File: src/rtl/uart_tx_arbiter.sv
// uart_tx_arbiter: 4-way round-robin arbiter feeding a single UART transmitter.
// Define UART_ARB_GAP_EN to hold GAP_CYCLES idle cycles after every byte.
module uart_tx_arbiter #(
   parameter int unsigned TIMEOUT_CYCLES = 8192,
   parameter int unsigned GAP_CYCLES     = 50000
) (
   input  logic        CLK_50,
   input  logic        RST,
   input  logic [3:0]  req_valid,
   input  logic [31:0] req_byte,
   output logic [3:0]  req_ack,
   output logic [3:0]  req_done,
   output logic [3:0]  req_err,
   output logic        tx_dv,
   output logic [7:0]  tx_byte,
   input  logic        tx_active,
   input  logic        tx_done,
   output logic [1:0]  grant_id,
   output logic        busy
);

   localparam int unsigned TW = $clog2(TIMEOUT_CYCLES + 1);
   localparam logic [TW-1:0] TMO_LAST = TW'(TIMEOUT_CYCLES - 1);

   if (TIMEOUT_CYCLES < 1 || GAP_CYCLES < 1) begin : g_bad_cfg
      $error("uart_tx_arbiter: cycle parameters must be >= 1");
   end

`ifdef UART_ARB_GAP_EN
   localparam int unsigned GW = $clog2(GAP_CYCLES + 1);
   localparam logic [GW-1:0] GAP_LAST = GW'(GAP_CYCLES - 1);
   typedef enum logic [1:0] {IDLE, LAUNCH, WAIT_DONE, GAP} state_e;
   localparam state_e AFTER_TX = GAP;
   logic [GW-1:0] gap_q, gap_d;
`else
   typedef enum logic [1:0] {IDLE, LAUNCH, WAIT_DONE} state_e;
   localparam state_e AFTER_TX = IDLE;
`endif

   state_e      state_q, state_d;
   logic [1:0]  rr_q, rr_d;
   logic [TW-1:0] tmo_q, tmo_d;
   logic [3:0]  ack_q, ack_d;
   logic [3:0]  done_q, done_d;
   logic [3:0]  err_q, err_d;
   logic        dv_q, dv_d;
   logic [7:0]  byte_q, byte_d;
   logic [1:0]  gid_q, gid_d;
   logic        busy_q, busy_d;

   logic        win_vld;
   logic [1:0]  win_idx;

   // Descending scan so the lowest offset from rr_q wins.
   always_comb begin
      win_vld = 1'b0;
      win_idx = rr_q;
      for (int k = 3; k >= 0; k--) begin
         if (req_valid[rr_q + 2'(k)]) begin
            win_vld = 1'b1;
            win_idx = rr_q + 2'(k);
         end
      end
   end

   always_comb begin
      state_d = state_q;
      rr_d    = rr_q;
      tmo_d   = '0;
      ack_d   = '0;
      done_d  = '0;
      err_d   = '0;
      dv_d    = 1'b0;
      byte_d  = byte_q;
      gid_d   = gid_q;
`ifdef UART_ARB_GAP_EN
      gap_d   = '0;
`endif
      case (state_q)
         IDLE: begin
            if (win_vld && !tx_active) begin
               state_d = LAUNCH;
               byte_d  = req_byte[{win_idx, 3'b000} +: 8];
               gid_d   = win_idx;
               rr_d    = win_idx + 2'd1;
               ack_d[win_idx] = 1'b1;
               dv_d    = 1'b1;
            end
         end
         LAUNCH: state_d = WAIT_DONE;
         WAIT_DONE: begin
            tmo_d = tmo_q + 1'b1;
            // A done in the final timeout cycle still counts as done.
            if (tx_done) begin
               done_d[gid_q] = 1'b1;
               state_d = AFTER_TX;
            end else if (tmo_q == TMO_LAST) begin
               err_d[gid_q] = 1'b1;
               state_d = AFTER_TX;
            end
         end
`ifdef UART_ARB_GAP_EN
         GAP: begin
            gap_d = gap_q + 1'b1;
            if (gap_q == GAP_LAST) begin
               state_d = IDLE;
            end
         end
`endif
         default: state_d = IDLE;
      endcase
      busy_d = (state_d != IDLE);
   end

   always_ff @(posedge CLK_50) begin
      if (RST) begin
         state_q <= IDLE;
         rr_q    <= '0;
         tmo_q   <= '0;
         ack_q   <= '0;
         done_q  <= '0;
         err_q   <= '0;
         dv_q    <= 1'b0;
         byte_q  <= 8'h00;
         gid_q   <= '0;
         busy_q  <= 1'b0;
`ifdef UART_ARB_GAP_EN
         gap_q   <= '0;
`endif
      end else begin
         state_q <= state_d;
         rr_q    <= rr_d;
         tmo_q   <= tmo_d;
         ack_q   <= ack_d;
         done_q  <= done_d;
         err_q   <= err_d;
         dv_q    <= dv_d;
         byte_q  <= byte_d;
         gid_q   <= gid_d;
         busy_q  <= busy_d;
`ifdef UART_ARB_GAP_EN
         gap_q   <= gap_d;
`endif
      end
   end

   assign req_ack  = ack_q;
   assign req_done = done_q;
   assign req_err  = err_q;
   assign tx_dv    = dv_q;
   assign tx_byte  = byte_q;
   assign grant_id = gid_q;
   assign busy     = busy_q;

endmodule

File: config.mk
export PLATFORM = sky130hd
export DESIGN_NAME = uart_tx_arbiter
export DESIGN_NICKNAME = d
export VERILOG_FILES = /design/src/rtl/uart_tx_arbiter.sv
export SDC_FILE = /design/constraint.sdc
export NUM_CORES = 1
export LEC_CHECK = 0
export ABC_AREA = 0
export CAP_MARGIN = 20
export CORE_MARGIN = 2
export CORE_UTILIZATION = 40
export CTS_BUF_LIST = sky130_fd_sc_hd__clkbuf_8
export CTS_CLUSTER_DIAMETER = 30
export DETAILED_ROUTE_END_ITERATION = 12
export PLACE_DENSITY = 0.78
export SLEW_MARGIN = 20
export SYNTH_ARGS = -nofsm -noshare
export SYNTH_HDL_FRONTEND = slang
export SYNTH_SLANG_ARGS = --single-unit
export TNS_END_PERCENT = 30
File: constraint.sdc
create_clock -name CLK_50 -period 2.8 [get_ports CLK_50]
set_clock_uncertainty 0.1 [all_clocks]
set_input_delay 0.84 -clock CLK_50 [delete_from_list [all_inputs] [get_ports CLK_50]]
set_output_delay 0.84 -clock CLK_50 [all_outputs]
set_load 0.005 [all_outputs]
==> flow_summary.json, run 1 <==
{
  "status": "complete, no violations",
  "utilization_pct": 60.52,
  "worstPathMaxFanout": 8,
  "avgSynthCellArea_um2": 9.780,
  "nNetsFinal": 301,
  "grt_util_all_layers_pct": 16.65,
  "start_kind": "input pin",
  "numCtsBuffers": 5,
  "pre_cts_ws_ps": -16.29,
  "netlist_top_cells_area": "dfxtp_1 46%, mux2i_1 11%, nor2_1 5.8%, o221ai_1 3.9%, xor2_1 3.9%",
  "areaGrowthSynthToFinish_pct": 45.64,
  "fmax_mhz": 400.5,
  "drt-pass1-iter-count": 4,
  "pin_count": 64,
  "rsz0062_at_grt": "no",
  "postRouteAntennaNets": 0,
  "rr_worst_depth": 5,
  "synth-simple-area-share_pct": 23.86,
  "p_per_area_nw_per_um2": 495.8,
  "wl_mm": 3.988,
  "portBuffers": 63,
  "crit_type": "input pin to flop",
  "synth.most_common_cell": "dfxtp_1",
  "grt_util_met1_pct": 20.92,
  "placed_area_um2": 2542,
  "yosys_warnings": 0,
  "drive_gt1_share_pct": 8.949,
  "max-slew-margin-rel_pct": 78.44,
  "postCtsHoldBufs": 0,
  "placement_rows": 24,
  "grt_pass1_wl_mm": 6.831,
  "crit_path_max_incr_delay_ps": 480,
  "overflow": 0,
  "critPathCaptureType": "flop",
  "syn_area_um2": 1809,
  "whs_path_depth": 1,
  "synthAdderAreaFrac_pct": 3.458,
  "synth_compound_area_share_pct": 8.230,
  "vias_per_cell": 5.104,
  "p_total_mw": 1.306,
  "hold_violations": 0,
  "maxSlewViolCount": 0,
  "first_iter_violations": 42,
  "synth_common_cells": "42 x dfxtp_1, 28 x nor2_1, 19 x mux2i_1",
  "die_h_um": 71.26,
  "timing.final.crit_share_pct": 89.17,
  "first_global_vias": 1540,
  "yosysUniqueCellTypes": 36,
  "critPathTopFamily": "compound AO/OA/AOI/OAI gates",
  "synthXorXnorAreaFrac_pct": 5.325,
  "finalNonFillerCells": 309,
  "fp.dieW_um": 71.26,
  "crit_cells": 7,
  "antenna_cells": 0,
  "synthMuxAreaShare_pct": 10.51,
  "synth_top_family_by_area": "simple AND/OR/NAND/NOR gates",
  "required_ps": 2910,
  "wire_per_inst_um": 12.91,
  "fin_hold_ws_ps": 361.6,
  "postCtsSetupRepairBufs": 0,
  "grt_max_degree": 17,
  "multi_input_area_um2": 929.6,
  "clk_path_buf_depth": 2,
  "final-seq-area_um2": 840.8,
  "synthArstFlopShare_pct": 0,
  "top_usage_layer": "met2",
  "synth_top_area_cell": "dfxtp_1",
  "path_buf_inv": 2,
  "ctsResizeCount": 0,
  "dp.cells": 301,
  "finalWeightedCongestion": 0.7413,
  "synth_edf_count": 0,
  "yosysSeqAreaShare_pct": 46.47,
  "drc": 0,
  "fin_area_um2": 2635,
  "final.min_clock_period_ps": 2497,
  "dpl.hpwl_mm": 3.016,
  "synth_nets": 230,
  "cts_tree": "done",
  "crit_chain": "clkdlybuf4s50_1 -> nor2b_1 -> a21o_1 -> a211o_1 -> inv_1 -> nand2_1 -> o221ai_1",
  "leakage_nw": 0.9961,
  "synth_top_area_share_pct": 46.47,
  "maxCapViolCount": 0,
  "htreeDepth": 2,
  "n_fill_cell": 380,
  "setup_viol": 0,
  "antenna_found_initial": 0,
  "fin_tns_setup_ps": 0,
  "arrival_ps": 2610,
  "dominantRegCellSynth": "dfxtp_1",
  "initial_core_util_pct": 41.55,
  "ys_ff_latch": 42,
  "ir_drop_v": 0.0002875,
  "cts-root-buf": "clkbuf_8",
  "insertion_delay_ps": 300,
  "max_slew.worst_pin.slew_ps": 319.9,
  "crit_slowest_cell": "clkdlybuf4s50_1",
  "grtUsageMet2_pct": 27.26,
  "met3_usage_pct": 3.797,
  "clk_pin_slew_ps": 90,
  "hold_path_class": "flop to flop",
  "dieArea_um2": 5077,
  "synthCells": 185,
  "clkSinkCount": 42,
  "core-area_um2": 4354,
  "setup_slack_ps": 303.3,
  "vias": 1577
}
[worst paths after layout]
path	startpoint	to	slack (ps)
max	req_valid[2]	tx_byte[6]	300
min	tmo_q[0]	tmo_q[0]	360
max reg2reg	tmo_q[7]	req_err[3]	890
min reg2reg	tmo_q[0]	tmo_q[0]	360
[state kept, by name, indices dropped and copies added, names as in the netlist]
register and count:
state_q 2, rr_q 2, tmo_q 14, tx_dv 1, busy 1, req_ack 4
grant_id 2, tx_byte 8, req_done 4, req_err 4
[where the power goes]
part           internal [mW]  switching, mW
combinational          0.158          0.103
sequential             0.626         0.0201
clock                  0.178          0.222
[worst reg2reg max path, cell delays in order, from the launching register on]
cell     delay (ps)
dfxtp_1         410
and4_4          250
nand3_2          90
or4_4           520
or3_4           370
nor2_1          120
[placed cells by master, fill, tap and decap left out, types with 4 or more instances in the layout]
cell	n
clkdlybuf4s50_1	63
dfxtp_1	42
nor2_1	28
mux2i_1	19
nand2_1	8
nand3b_1	8
o221ai_1	8
xor2_1	8
inv_1	5
nand3_1	5
and2_1	5
ha_1	5
clkbuf_8	5
buf_4	5
nand2b_1	4
a21oi_1	4
[layout make-up]
class                           count  share of cell area [%]
Timing Repair Buffer               69                   26.12
Clock inverter                      3                  0.9022
Tap cell                           52                   2.469
Inverter                            5                  0.7122
Multi-Input combinational cell    133                   35.28
Sequential cell                    42                   31.91
Clock buffer                        5                   2.612
[kinds of logic after synthesis]
logic type,after synthesis
simple gates,79
flops,42
compound gates,19
mux,19
xor+xnor,11
buf+inv,10
fa+ha+maj,5
[routing by layer]
metal  vias up  routed length [um]
met1       733                1846
met3        11                 142
li1        795                   -
met4         0                 107
met2        38                1892
met5         -                   0
(Power assumes the default switching activity.)
==> run 2: changes to the inputs <==
Settings changed: CTS_BUF_LIST sky130_fd_sc_hd__clkbuf_8 to not set.
==> results of run 2 <==
No change in the layout: final DEF, timing and power equal those of run 1.
==> run 3: changes to the inputs <==
Settings changed: GPL_ROUTABILITY_DRIVEN set to 0.
==> results of run 3 <==
No change in the layout: final DEF, timing and power equal those of run 1.
